`src/rtl/instruction_decode_stage_pkg.sv`:
```
// rtl/instruction_decode_stage_pkg.sv - ISA constants, FSM state type and instruction class helpers
package sm_isa_pkg;

  localparam logic [2:0] OPC_ALU = 3'b101;
  localparam logic [2:0] OPC_MOV = 3'b110;

  localparam logic [1:0] ALU_ADD = 2'b00;
  localparam logic [1:0] ALU_CMP = 2'b01;
  localparam logic [1:0] ALU_AND = 2'b10;
  localparam logic [1:0] ALU_MVN = 2'b11;

  localparam logic [1:0] MOV_REG = 2'b00;
  localparam logic [1:0] MOV_IMM = 2'b10;

  typedef enum logic [1:0] {
    IDLE   = 2'd0,
    READ_A = 2'd1,
    READ_B = 2'd2,
    VALID  = 2'd3
  } state_t;

  // Rn is read for every two-operand ALU instruction (MVN has only Rm)
  function automatic logic needs_a(input logic [2:0] opc, input logic [1:0] op);
    return (opc == OPC_ALU) && (op != ALU_MVN);
  endfunction

  // Rm is read by every ALU instruction and by register MOV
  function automatic logic needs_b(input logic [2:0] opc, input logic [1:0] op);
    return (opc == OPC_ALU) || ((opc == OPC_MOV) && (op == MOV_REG));
  endfunction

  // CMP only sets flags; MOV op 01/11 are unassigned encodings
  function automatic logic wr_en_of(input logic [2:0] opc, input logic [1:0] op);
    case (opc)
      OPC_ALU: return op != ALU_CMP;
      OPC_MOV: return (op == MOV_REG) || (op == MOV_IMM);
      default: return 1'b0;
    endcase
  endfunction

endpackage

```
`src/rtl/instruction_decode_stage_if.sv`:
```
// rtl/instruction_decode_stage_if.sv - instruction-in and decoded-bundle-out handshake bundle
interface instruction_decode_stage_if #(
  parameter int DW = 16,
  parameter int RW = 3
);
  logic          in_valid;
  logic          in_ready;
  logic [15:0]   in_instr;
  logic          out_valid;
  logic          out_ready;
  logic [2:0]    opcode;
  logic [1:0]    op;
  logic [1:0]    alu_op;
  logic [1:0]    shift;
  logic [2:0]    cond;
  logic [DW-1:0] sximm5;
  logic [DW-1:0] sximm8;
  logic [RW-1:0] wr_num;
  logic          wr_en_req;
  logic [RW-1:0] rd_num;
  logic          rd_load_a;
  logic          rd_load_b;
  logic          illegal;

  modport slave (
    input  in_valid, in_instr, out_ready,
    output in_ready, out_valid, opcode, op, alu_op, shift, cond, sximm5, sximm8,
           wr_num, wr_en_req, rd_num, rd_load_a, rd_load_b, illegal
  );

  modport master (
    output in_valid, in_instr, out_ready,
    input  in_ready, out_valid, opcode, op, alu_op, shift, cond, sximm5, sximm8,
           wr_num, wr_en_req, rd_num, rd_load_a, rd_load_b, illegal
  );
endinterface

```
`src/rtl/instruction_decode_stage_decode_fields.sv`:
```
// rtl/instruction_decode_stage_decode_fields.sv - field extraction and immediate sign extension
module decode_fields #(
  parameter int DW = 16
) (
  input  logic [15:0]   ir,
  output logic [2:0]    opcode,
  output logic [1:0]    op,
  output logic [2:0]    rn,
  output logic [2:0]    rd,
  output logic [1:0]    shift,
  output logic [2:0]    rm,
  output logic [DW-1:0] sximm5,
  output logic [DW-1:0] sximm8
);

  assign opcode = ir[15:13];
  assign op     = ir[12:11];
  assign rn     = ir[10:8];
  assign rd     = ir[7:5];
  assign shift  = ir[4:3];
  assign rm     = ir[2:0];
  assign sximm5 = {{(DW-5){ir[4]}}, ir[4:0]};
  assign sximm8 = {{(DW-8){ir[7]}}, ir[7:0]};

endmodule

```
`src/rtl/instruction_decode_stage.sv`:
```
// rtl/instruction_decode_stage.sv - instruction register, read sequencing FSM and decoded outputs
module instruction_decode_stage
  import sm_isa_pkg::*;
#(
  parameter int DW = 16,
  parameter int RW = 3
) (
  input logic                    clk,
  input logic                    reset_n,
  instruction_decode_stage_if.slave bus
);

  if (RW != 3) begin : g_rw_check
    $error("RW must be 3 for the 16-bit encoding");
  end
  if (DW < 8 || DW > 64) begin : g_dw_check
    $error("DW must lie in 8..64");
  end

  state_t        state;
  state_t        state_nxt;
  logic [15:0]   ir;
  logic [2:0]    opcode;
  logic [1:0]    op;
  logic [2:0]    rn;
  logic [2:0]    rd;
  logic [2:0]    rm;
  logic [1:0]    shift;
  logic [DW-1:0] sximm5;
  logic [DW-1:0] sximm8;
  logic          in_ready_c;
  logic          out_valid_c;
  logic [RW-1:0] rd_num_c;
  logic          rd_load_a_c;
  logic          rd_load_b_c;
  logic          accept;

  decode_fields #(.DW(DW)) u_fields (
    .ir     (ir),
    .opcode (opcode),
    .op     (op),
    .rn     (rn),
    .rd     (rd),
    .shift  (shift),
    .rm     (rm),
    .sximm5 (sximm5),
    .sximm8 (sximm8)
  );

  assign accept = bus.in_valid && in_ready_c;

  // State register and instruction register; IR only loads on an accepted handshake
  always_ff @(posedge clk) begin
    if (!reset_n) begin
      state <= IDLE;
      ir    <= 16'h0000;
    end else begin
      state <= state_nxt;
      if (accept) begin
        ir <= bus.in_instr;
      end
    end
  end

  // Next state and handshake/read strobes; the accept-time class comes from in_instr since IR is not loaded yet
  always_comb begin
    state_nxt   = state;
    in_ready_c  = 1'b0;
    out_valid_c = 1'b0;
    rd_num_c    = '0;
    rd_load_a_c = 1'b0;
    rd_load_b_c = 1'b0;
    case (state)
      IDLE: begin
        in_ready_c = 1'b1;
        if (bus.in_valid) begin
          if (needs_a(bus.in_instr[15:13], bus.in_instr[12:11])) begin
            state_nxt = READ_A;
          end else if (needs_b(bus.in_instr[15:13], bus.in_instr[12:11])) begin
            state_nxt = READ_B;
          end else begin
            state_nxt = VALID;
          end
        end
      end
      READ_A: begin
        rd_num_c    = RW'(rn);
        rd_load_a_c = 1'b1;
        state_nxt   = needs_b(opcode, op) ? READ_B : VALID;
      end
      READ_B: begin
        rd_num_c    = RW'(rm);
        rd_load_b_c = 1'b1;
        state_nxt   = VALID;
      end
      VALID: begin
        out_valid_c = 1'b1;
        if (bus.out_ready) begin
          state_nxt = IDLE;
        end
      end
      default: state_nxt = IDLE;
    endcase
  end

  assign bus.in_ready  = in_ready_c;
  assign bus.out_valid = out_valid_c;
  assign bus.rd_num    = rd_num_c;
  assign bus.rd_load_a = rd_load_a_c;
  assign bus.rd_load_b = rd_load_b_c;

  assign bus.opcode    = opcode;
  assign bus.op        = op;
  assign bus.alu_op    = op;
  assign bus.cond      = rn;
  assign bus.shift     = shift;
  assign bus.sximm5    = sximm5;
  assign bus.sximm8    = sximm8;
  assign bus.wr_num    = ((opcode == OPC_MOV) && (op == MOV_IMM)) ? RW'(rn) : RW'(rd);
  assign bus.wr_en_req = wr_en_of(opcode, op);
  // Gated off in IDLE so the cleared IR (opcode 000) does not flag illegal out of reset
  assign bus.illegal   = (state != IDLE) && (opcode != OPC_ALU) && (opcode != OPC_MOV);

endmodule
```
`src/flat_wrapper.sv`:
```
// flat-port wrapper written by rule: the top's interface ports become plain ports
module instruction_decode_stage_flat import sm_isa_pkg::*;
#(
  parameter int DW = 16,
  parameter int RW = 3
)
  (clk, reset_n, bus_in_valid, bus_in_instr, bus_out_ready, bus_in_ready, bus_out_valid, bus_opcode, bus_op, bus_alu_op, bus_shift, bus_cond, bus_sximm5, bus_sximm8, bus_wr_num, bus_wr_en_req, bus_rd_num, bus_rd_load_a, bus_rd_load_b, bus_illegal);
  instruction_decode_stage_if #(.DW(DW), .RW(RW)) bus_i ();
  input logic clk;
  input logic reset_n;
  input wire logic [$bits(bus_i.in_valid)-1:0] bus_in_valid;
  input wire logic [$bits(bus_i.in_instr)-1:0] bus_in_instr;
  input wire logic [$bits(bus_i.out_ready)-1:0] bus_out_ready;
  output wire logic [$bits(bus_i.in_ready)-1:0] bus_in_ready;
  output wire logic [$bits(bus_i.out_valid)-1:0] bus_out_valid;
  output wire logic [$bits(bus_i.opcode)-1:0] bus_opcode;
  output wire logic [$bits(bus_i.op)-1:0] bus_op;
  output wire logic [$bits(bus_i.alu_op)-1:0] bus_alu_op;
  output wire logic [$bits(bus_i.shift)-1:0] bus_shift;
  output wire logic [$bits(bus_i.cond)-1:0] bus_cond;
  output wire logic [$bits(bus_i.sximm5)-1:0] bus_sximm5;
  output wire logic [$bits(bus_i.sximm8)-1:0] bus_sximm8;
  output wire logic [$bits(bus_i.wr_num)-1:0] bus_wr_num;
  output wire logic [$bits(bus_i.wr_en_req)-1:0] bus_wr_en_req;
  output wire logic [$bits(bus_i.rd_num)-1:0] bus_rd_num;
  output wire logic [$bits(bus_i.rd_load_a)-1:0] bus_rd_load_a;
  output wire logic [$bits(bus_i.rd_load_b)-1:0] bus_rd_load_b;
  output wire logic [$bits(bus_i.illegal)-1:0] bus_illegal;
  assign bus_i.in_valid = bus_in_valid;
  assign bus_i.in_instr = bus_in_instr;
  assign bus_i.out_ready = bus_out_ready;
  assign bus_in_ready = bus_i.in_ready;
  assign bus_out_valid = bus_i.out_valid;
  assign bus_opcode = bus_i.opcode;
  assign bus_op = bus_i.op;
  assign bus_alu_op = bus_i.alu_op;
  assign bus_shift = bus_i.shift;
  assign bus_cond = bus_i.cond;
  assign bus_sximm5 = bus_i.sximm5;
  assign bus_sximm8 = bus_i.sximm8;
  assign bus_wr_num = bus_i.wr_num;
  assign bus_wr_en_req = bus_i.wr_en_req;
  assign bus_rd_num = bus_i.rd_num;
  assign bus_rd_load_a = bus_i.rd_load_a;
  assign bus_rd_load_b = bus_i.rd_load_b;
  assign bus_illegal = bus_i.illegal;
  instruction_decode_stage #(.DW(DW), .RW(RW)) u_core (.clk(clk), .reset_n(reset_n), .bus(bus_i));
endmodule
```
`config.mk`:
```
export PLATFORM = sky130hd
export DESIGN_NAME = instruction_decode_stage_flat
export DESIGN_NICKNAME = d
export VERILOG_FILES = /design/src/rtl/instruction_decode_stage_pkg.sv /design/src/rtl/instruction_decode_stage_if.sv /design/src/rtl/instruction_decode_stage_decode_fields.sv /design/src/rtl/instruction_decode_stage.sv /design/src/flat_wrapper.sv
export SDC_FILE = /design/constraint.sdc
export NUM_CORES = 1
export LEC_CHECK = 0
export BUFFER_PORTS_ARGS = -buffer_cell sky130_fd_sc_hd__buf_2
export CAP_MARGIN = 25
export CORE_ASPECT_RATIO = 0.8
export CORE_MARGIN = 2
export CORE_UTILIZATION = 45
export DETAILED_ROUTE_END_ITERATION = 8
export GPL_ROUTABILITY_DRIVEN = 1
export PLACE_DENSITY = 0.88
export SYNTH_ARGS = -nofsm -noshare
export SYNTH_HDL_FRONTEND = slang
export SYNTH_HIERARCHICAL = 1
export SYNTH_SLANG_ARGS = --single-unit
export TNS_END_PERCENT = 1
```
`constraint.sdc`:
```
create_clock -name clk -period 1.9 [get_ports clk]
set_input_delay 0.38 -clock clk [delete_from_list [all_inputs] [get_ports clk]]
set_output_delay 0.38 -clock clk [all_outputs]
set_load 0.02 [all_outputs]
```
==> impl_metrics.py, run 1 <==
metrics = {
    "floorplanning": {
        "ios": 76,
        "core_mm2": 0.00302,
        "die_width_um": 66.3,
        "row_count": 18,
        "die_y_um": 53.8,
        "die-area_mm2": 0.00357,
        "initial_core_util": 0.463,
    },
    "synthesis": {
        "synth_top_cell_area_share": 0.274,
        "ys_seq_area_frac": 0.258,
        "synth_fp_nets": 190,
        "synth_ff_type": "dfxtp_1",
        "syn_area_per_cell_um2": 8.41,
        "yosysTopAreaCell": "buf_4",
        "async_flop_share": 0,
        "yosys_register_bits": 18,
        "yosysUniqueCellTypes": 30,
        "ys.warnings.count": 6,
        "synth_area_mm2": 0.00140,
        "synth_area_leaders": "buf_4 (27%), dfxtp_1 (26%), nand2_1 (9.1%), a21boi_2 (8.1%), ha_1 (3.6%)",
        "syn_inst": 166,
        "synth_enable_flop_cells": 0,
    },
    "clock_tree": {
        "cts_max_path_buffers": 2,
        "clkSlewWorstSetupHoldPaths_ps": 70,
        "clockRootBuffer": "clkbuf_8",
        "clkSinkCount": 18,
        "cts_buffers": 3,
        "cts_tree": "yes",
        "htreeDepth": 1,
        "hold_buffers": 0,
        "clock_latency_ps": 250,
    },
    "cells_and_area": {
        "nets": 219,
        "antennaDiodeCount": 0,
        "final_util": 0.496,
        "layoutNonFillerInstCount": 233,
        "area_growth_pct": 7.26,
        "drive_gt1_frac": 0.534,
        "nFillCells": 315,
    },
    "placement": {
        "gp_congestion": 0.766,
        "hpwl_um": 2070,
        "io_buffers": 75,
        "numPlacedInstances": 227,
    },
    "critical_path": {
        "crit_fanout": 3,
        "crit_required_ps": 1520,
        "startpoint_type": "flip-flop",
        "arrival_ps": 1490,
        "worst_setup_path_end_kind": "output pin",
        "worstSetupPathType": "flip-flop to output pin",
    },
    "drt": {
        "wl_um": 2720,
        "postRouteAntennaNets": 0,
        "detail_route.wl_per_cell_um": 11.7,
        "drc": 0,
        "drt_first_pass_iters": 4,
        "via_per_inst": 4.62,
        "drt_first_iter_violations": 28,
        "vias": 1077,
    },
    "sta": {
        "rsz0062_at_grt": "yes",
        "whs_ps": 369,
        "maxSlewHeadroom": 0.786,
        "clock-skew-final_ps": 2.76,
        "final-setup-viol-count": 0,
        "hold_viol_final": 0,
        "max_slew.worst_pin.slew_ps": 321,
        "tns_ps": 0,
        "maxSlewViolCount": 0,
        "period_minus_slack_ps": 1870,
        "post-route-period-util": 0.984,
        "fmax_ghz": 0.535,
    },
    "global_route": {
        "grt_util_met2": 0.287,
        "grt_use_met1": 0.185,
        "grt_max_degree": 19,
        "grt_util_met3": 0.0586,
        "grt_pass1_vias": 953,
        "antenna_found_initial": 0,
        "grt_pass1_wl_um": 4290,
        "track_usage": 0.161,
        "grt_overflow_total": 0,
        "busiest_layer": "met2",
    },
    "pwr": {
        "ir_drop_uv": 539,
        "powerDensity_mw_per_mm2": 1290,
        "power.leakage_nw": 0.771,
    },
    "hold_path": {
        "hp-class": "input port to flip-flop",
    },
    "run_status": {
        "status": "finished clean",
    },
    "flow_run": {
        "drv_cap": 0,
    },
}
final timing paths:
path | startpoint | end | slack, ps | cells past startpoint
setup / recovery | u_core/ir[13]$_SDFFE_PN0P_ | bus_wr_num[2] | 30 | 5
hold / removal | bus_in_instr[9] | u_core/ir[9]$_SDFFE_PN0P_ | 370 | 3
setup reg to reg | u_core/state[0]$_SDFFE_PN0P_ | u_core/state[0]$_SDFFE_PN0P_ | 440 | 5
hold reg to reg | u_core/ir[3]$_SDFFE_PN0P_ | u_core/ir[3]$_SDFFE_PN0P_ | 490 | 2
repair_timing:
item | CTS | global route
pin swaps | 0 | 1
setup buffers | 1 | 2
endpoints found under the setup margin | 3 | 3
gates resized for setup | 4 | 6
cloned | 0 | 0
cell families after synthesis:
logic type,after synthesis,synth area share
mux,3,0.0323
compound gates,31,0.185
buf+inv,61,0.320
flops,18,0.258
fa+ha+maj,4,0.0358
simple gates,49,0.169
critical path: stages (launching register included):
cell,delay (ps)
dfxtp_2,320
nand2b_4,140
nor2_4,110
and3_4,230
mux2_4,310
buf_6,130
sequential cells by signal (all words and copies together) (netlist names):
name	cells
u_core/ir	16
u_core/state	2
synth_stat cells, types with 2 or more instances:
cell type  instances
a21boi_2          10
a21oi_1            3
dfxtp_1           18
a22oi_1            4
nor2b_1            4
inv_1              6
mux2_4             3
nand2b_1           2
a21boi_0           6
nand2_1           34
buf_6              2
buf_4             51
ha_1               4
o21ai_0            2
nand2_2            2
cell usage in the layout, fill, tap and decap left out, types with 2 or more instances in the layout:
cell / count
buf_2: 72
nand2_1: 34
dfxtp_1: 16
a21boi_2: 10
inv_1: 6
a21boi_0: 6
buf_4: 4
a22oi_1: 4
nor2b_1: 4
ha_1: 4
clkbuf_8: 3
buf_6: 3
a21oi_1: 3
mux2_4: 3
nand2b_1: 2
nand2_2: 2
o21ai_0: 2
final cells by class:
cell class | count | area, um^2 | share of cell area
clock buffers | 3 | 41.3 | 0.0276
multi-input cells | 87 | 594 | 0.397
flip-flops and latches | 18 | 365 | 0.244
repair buffers | 79 | 424 | 0.283
inverters | 6 | 22.5 | 0.0150
well taps | 40 | 50.0 | 0.0334
through the flow:
step	instance area, um^2	total power, mW	worst slack (ps)
6_report	1500	1.94	29.9
5_1_grt	1500	2.09	-10.9
4_1_cts	1460	1.93	19.4
3_5_place_dp	1410	1.66	253
3_3_place_gp	1410	1.63	294
2_1_floorplan	1400	1.61	301
power breakdown:
group / switching [mW] / internal (mW)
Combinational: 0.703 / 0.414
Clock: 0.122 / 0.141
Sequential: 0.0964 / 0.461
layer usage:
metal	vias to the layer above	wire [um]
li1	544	-
met1	487	1190
met2	44	1280
met3	2	244
met4	0	9
met5	-	0
No activity file was read; power rests on OpenSTA's default activity.
==> inputs of run 2 (changes only) <==
clock period = 2.1 ns   (was 1.9 ns; I/O delays follow)
==> run 2 against run 1 <==
Via count shrank 0.74%. Setup slack better by 99 ps. Combinational power decreased by 13%. Critical path type unchanged. Critical endpoint is now bus_wr_num[0]. Largest cell class unchanged. Largest power group unchanged.
==> impl_metrics.py, run 2 (synthesized netlist as in run 1, its figures left out) <==
metrics = {
    "run_status": {
        "status": "finished clean",
    },
    "sta": {
        "maxSlewHeadroom": 0.604,
        "final-setup-viol-count": 0,
        "clock-skew-final_ps": 3.24,
        "hold_viol_final": 0,
        "period_minus_slack_ps": 1970,
        "maxSlewViolCount": 0,
        "fmax_ghz": 0.507,
        "max_slew.worst_pin.slew_ps": 592,
        "post-route-period-util": 0.939,
        "rsz0062_at_grt": "no",
        "tns_ps": 0,
    },
    "global_route": {
        "grt_use_met1": 0.177,
        "grt_pass1_wl_um": 4190,
        "grt_overflow_total": 0,
        "grt_util_met3": 0.0607,
        "busiest_layer": "met2",
        "grt_pass1_vias": 936,
        "grt_max_degree": 19,
        "antenna_found_initial": 0,
        "track_usage": 0.156,
        "grt_util_met2": 0.288,
    },
    "hold_path": {
        "min_delay_path_depth": 3,
        "hp-class": "input port to flip-flop",
    },
    "cells_and_area": {
        "antennaDiodeCount": 0,
        "largest_reg_flops": 16,
        "layout_commonest_cell": "buf_2",
        "drive_gt1_frac": 0.513,
        "area_growth_pct": 3.05,
        "regMostFlops": "u_core/ir",
        "nets": 215,
        "final_cell_mix": "buf_2 (75), nand2_1 (34), dfxtp_1 (18)",
        "reg_top3": "u_core/ir: 16 flops, u_core/state: 2 flops",
    },
    "floorplanning": {
        "die-area_mm2": 0.00357,
        "core_mm2": 0.00302,
        "ios": 76,
        "initial_core_util": 0.463,
        "die_y_um": 53.8,
        "row_count": 18,
        "die_width_um": 66.3,
    },
    "critical_path": {
        "startpoint_type": "flip-flop",
        "critPathMaxStageDelay_ps": 410,
        "slowest_stage": "dfxtp_1",
        "worst_setup_path_end_kind": "output pin",
        "arrival_ps": 1550,
        "crit_family": "simple AND/OR/NAND/NOR gates",
        "cp.depth": 5,
        "ff2ff_path_depth": 5,
        "worstPathCellList": "nand2b_4, nor2_2, and3_4, mux2_4, buf_2",
        "worstSetupPathType": "flip-flop to output pin",
        "crit_fanout": 4,
        "crit_required_ps": 1680,
        "crit_buf_inv": 1,
    },
    "clock_tree": {
        "clockRootBuffer": "clkbuf_8",
        "clkSinkCount": 18,
        "hold_buffers": 0,
        "post_cts_buffers": 0,
        "clkSlewWorstSetupHoldPaths_ps": 70,
        "cts_resized": 0,
        "cts_max_path_buffers": 2,
        "clock_latency_ps": 250,
        "cts_tree": "yes",
        "cts_buffers": 3,
        "htreeDepth": 1,
    },
    "drt": {
        "vias": 1069,
        "wl_um": 2780,
        "detail_route.wl_per_cell_um": 12.1,
        "drt_first_iter_violations": 32,
        "postRouteAntennaNets": 0,
        "via_per_inst": 4.67,
        "drt_first_pass_iters": 4,
        "drc": 0,
    },
    "pwr": {
        "p_sw_frac": 0.484,
        "p_int_mw": 0.884,
        "powerDensity_mw_per_mm2": 1190,
        "power.switching_mw": 0.830,
        "p_clk_frac": 0.139,
        "ir_drop_uv": 472,
        "seq_power_share": 0.293,
        "combPwrFrac": 0.568,
        "finalPower_mw": 1.71,
        "power.leakage_nw": 0.748,
    },
    "placement": {
        "hpwl_um": 2100,
        "gp_congestion": 0.810,
        "io_buffers": 75,
    },
    "flow_run": {
        "drv_cap": 0,
    },
}
## run 2: layer usage
layer | up-vias | wire length (um)
met5 | - | 0
met4 | 0 | 0
met3 | 0 | 254
met2 | 49 | 1340
met1 | 483 | 1180
li1 | 537 | -
## run 2: path summary, 6_finish.rpt
check / from / to / slack (ps)
worst max-delay path: u_core/ir[14]$_SDFFE_PN0P_ / bus_wr_num[0] / 130
worst min-delay path: bus_in_instr[3] / u_core/ir[3]$_SDFFE_PN0P_ / 410
worst max register to register: u_core/state[0]$_SDFFE_PN0P_ / u_core/ir[0]$_SDFFE_PN0P_ / 420
worst min register to register: u_core/ir[3]$_SDFFE_PN0P_ / u_core/ir[3]$_SDFFE_PN0P_ / 490
## run 2: layout make-up
cell class,count,area (um^2)
repair buffers,75,375
inverters,6,22.5
flip-flops and latches,18,360
multi-input cells,87,589
fillers,323,1580
clock buffers,3,41.3
well taps,40,50.0
## run 2: worst register-to-register path, stage by stage (launching register included)
cell and delay [ps]:
dfxtp_1 390, inv_1 90, ha_1 320, nand2_1 500
nand2_1 100, a21boi_0 210
## run 2: through the flow
stage / cell area (um^2) / worst slack (ps) / cells / utilization / hold slack, ps
6_report: 1440 / 129 / 229 / 0.477 / 412
5_1_grt: 1440 / 64.1 / 229 / 0.477 / 409
4_1_cts: 1440 / 139 / 229 / 0.477 / 407
3_5_place_dp: 1400 / 417 / 226 / 0.463 / 486
3_3_place_gp: 1400 / 454 / 226 / 0.463 / 465
2_1_floorplan: 1400 / 461 / 166 / - / 444
## run 2: power by group through the flow
stage / combinational [mW] / sequential (mW) / clock (mW)
finish: 0.973 / 0.503 / 0.238
global route: 1.07 / 0.522 / 0.256
CTS: 0.979 / 0.504 / 0.245
detailed placement: 0.976 / 0.511 / 0
global placement: 0.959 / 0.504 / 0
floorplan: 0.981 / 0.477 / 0
==> inputs of run 3 (changes only) <==
ABC_AREA = 1   (was unset)
CORE_UTILIZATION = 44   (was 45)
PLACE_DENSITY = 0.87   (was 0.88)
==> run 3 against run 2 <==
Sequential cell count unchanged. Clock power increased by 17%. Synthesized cell count increased by 8.4%. Cell area decreased by 3.1%. Count of clock-buffer cells in the layout increased by 1. Via count decreased by 2.4%. Clock skew decreased by 1.6 ps. Final cell count increased by 6.6%. Total power increased by 20%. Sequential power increased by 14%. Critical path type unchanged. Largest cell class unchanged. Largest power group unchanged. Highest routed layer is now met4.
==> impl_metrics.py, run 3 <==
metrics = {
    "cells_and_area": {
        "final_cell_mix": "buf_2 (75), nor2_1 (38), nand2_1 (19)",
        "reg_top3": "u_core/ir: 16 flops, u_core/state: 2 flops",
        "area_growth_pct": 5.09,
        "layout_commonest_cell": "buf_2",
        "nFillCells": 291,
        "drive_gt1_frac": 0.427,
        "largest_reg_flops": 16,
        "nets": 231,
        "antennaDiodeCount": 0,
        "final_util": 0.496,
        "layoutNonFillerInstCount": 244,
        "regMostFlops": "u_core/ir",
    },
    "floorplanning": {
        "initial_core_util": 0.472,
        "die_y_um": 53.1,
        "die-area_mm2": 0.00347,
        "row_count": 17,
        "core_mm2": 0.00281,
        "ios": 76,
        "die_width_um": 65.4,
    },
    "pwr": {
        "power.leakage_nw": 0.785,
        "seq_power_share": 0.279,
        "p_clk_frac": 0.135,
        "power.switching_mw": 1.05,
        "ir_drop_uv": 495,
        "powerDensity_mw_per_mm2": 1480,
        "p_sw_frac": 0.510,
        "p_int_mw": 1.01,
        "combPwrFrac": 0.587,
        "finalPower_mw": 2.06,
    },
    "clock_tree": {
        "cts_tree": "yes",
        "cts_buffers": 3,
        "post_cts_buffers": 0,
        "hold_buffers": 0,
        "cts_max_path_buffers": 2,
        "clockRootBuffer": "clkbuf_8",
        "clock_latency_ps": 250,
        "htreeDepth": 1,
        "clkSlewWorstSetupHoldPaths_ps": 70,
        "cts_resized": 0,
        "clkSinkCount": 18,
    },
    "synthesis": {
        "synth_area_mm2": 0.00133,
        "syn_area_per_cell_um2": 7.37,
        "syn_inst": 180,
        "ys_seq_area_frac": 0.272,
        "synth_top_cell_area_share": 0.283,
        "yosys_register_bits": 18,
        "yosysTopAreaCell": "buf_4",
        "synth_commonest_cells": "buf_4 (50), nor2_1 (38), nand2_1 (19)",
        "yosysMostFrequentCell": "buf_4",
        "synth_enable_flop_cells": 0,
        "yosysUniqueCellTypes": 22,
        "synth_area_leaders": "buf_4 (28%), dfxtp_1 (27%), nor2_1 (11%), o21ai_1 (6.4%), nand2_1 (5.4%)",
        "synth_fp_nets": 204,
        "async_flop_share": 0,
        "synth_ff_type": "dfxtp_1",
        "ys.warnings.count": 6,
    },
    "placement": {
        "numPlacedInstances": 240,
        "gp_congestion": 0.847,
        "hpwl_um": 2030,
        "io_buffers": 75,
    },
    "run_status": {
        "status": "finished clean",
    },
    "sta": {
        "final-setup-viol-count": 0,
        "max_slew.worst_pin.slew_ps": 312,
        "maxSlewViolCount": 0,
        "period_minus_slack_ps": 1890,
        "post-route-period-util": 0.901,
        "rsz0062_at_grt": "no",
        "maxSlewHeadroom": 0.792,
        "hold_viol_final": 0,
        "tns_ps": 0,
        "fmax_ghz": 0.528,
        "whs_ps": 404,
        "clock-skew-final_ps": 1.67,
    },
    "hold_path": {
        "min_delay_path_depth": 3,
        "hp-class": "input port to flip-flop",
    },
    "drt": {
        "via_per_inst": 4.27,
        "detail_route.wl_per_cell_um": 10.5,
        "vias": 1043,
        "wl_um": 2560,
        "drc": 0,
        "drt_first_iter_violations": 16,
        "postRouteAntennaNets": 0,
        "drt_first_pass_iters": 4,
    },
    "global_route": {
        "antenna_found_initial": 0,
        "track_usage": 0.151,
        "grt_pass1_wl_um": 4090,
        "grt_pass1_vias": 949,
        "grt_overflow_total": 0,
        "grt_max_degree": 19,
    },
    "critical_path": {
        "worst_setup_path_end_kind": "output pin",
        "crit_fanout": 4,
        "arrival_ps": 1470,
        "crit_required_ps": 1680,
        "worstSetupPathType": "flip-flop to output pin",
        "startpoint_type": "flip-flop",
        "ff2ff_path_depth": 6,
        "reg2reg_slack_ps": 690,
    },
    "flow_run": {
        "drv_cap": 0,
    },
}
run 3: layer usage:
metal  up-vias  routed length (um)  GRT usage
li1        563                   -          -
met1       449                1150      0.181
met2        29                1240      0.272
met3         2                 160     0.0489
met4         0                   7     0.0208
met5         -                   0          0
run 3: logic make-up after synthesis:
family	count (synthesis)	synth area share
buffers and inverters	66	0.350
AND/OR/NAND/NOR	64	0.207
AO/OA/AOI/OAI	25	0.100
flip-flops	18	0.272
adder cells (fa/ha/maj)	4	0.0377
multiplexers	3	0.0340
run 3: power groups by stage:
stage	logic [mW]	registers, mW	clock network (mW)
2_1_floorplan	1.28	0.540	0
3_3_place_gp	1.20	0.578	0
3_5_place_dp	1.22	0.586	0
4_1_cts	1.22	0.578	0.287
5_1_grt	1.33	0.600	0.301
6_report	1.21	0.575	0.278
run 3: through the flow:
step / instance area (um^2) / worst slack [ps]
after floorplan: 1330 / 366
after global routing: 1390 / 153
after global placement: 1340 / 532
after detailed placement: 1340 / 482
final: 1390 / 207
after CTS: 1390 / 202
run 3: worst paths after layout:
check	startpoint	to
setup reg to reg	u_core/state[1]$_SDFFE_PN0P_	u_core/ir[13]$_SDFFE_PN0P_
hold reg to reg	u_core/ir[3]$_SDFFE_PN0P_	u_core/ir[3]$_SDFFE_PN0P_
hold / removal	bus_in_instr[3]	u_core/ir[3]$_SDFFE_PN0P_
setup / recovery	u_core/ir[14]$_SDFFE_PN0P_	bus_wr_num[2]
run 3: worst max-delay path, stage by stage, from the launching register on:
cell     delay [ps]
dfxtp_1         370
nand2_1         110
nor2_4          160
nand3_4         120
mux2_4          310
buf_2           160
run 3: area by class of cell:
type | instances | area [um^2] | area share
inverter | 13 | 53.8 | 0.0386
tap | 38 | 47.5 | 0.0341
clock buffer | 4 | 55.1 | 0.0395
timing repair buffer | 75 | 375 | 0.269
multi-input combinational | 96 | 502 | 0.360
sequential | 18 | 360 | 0.259
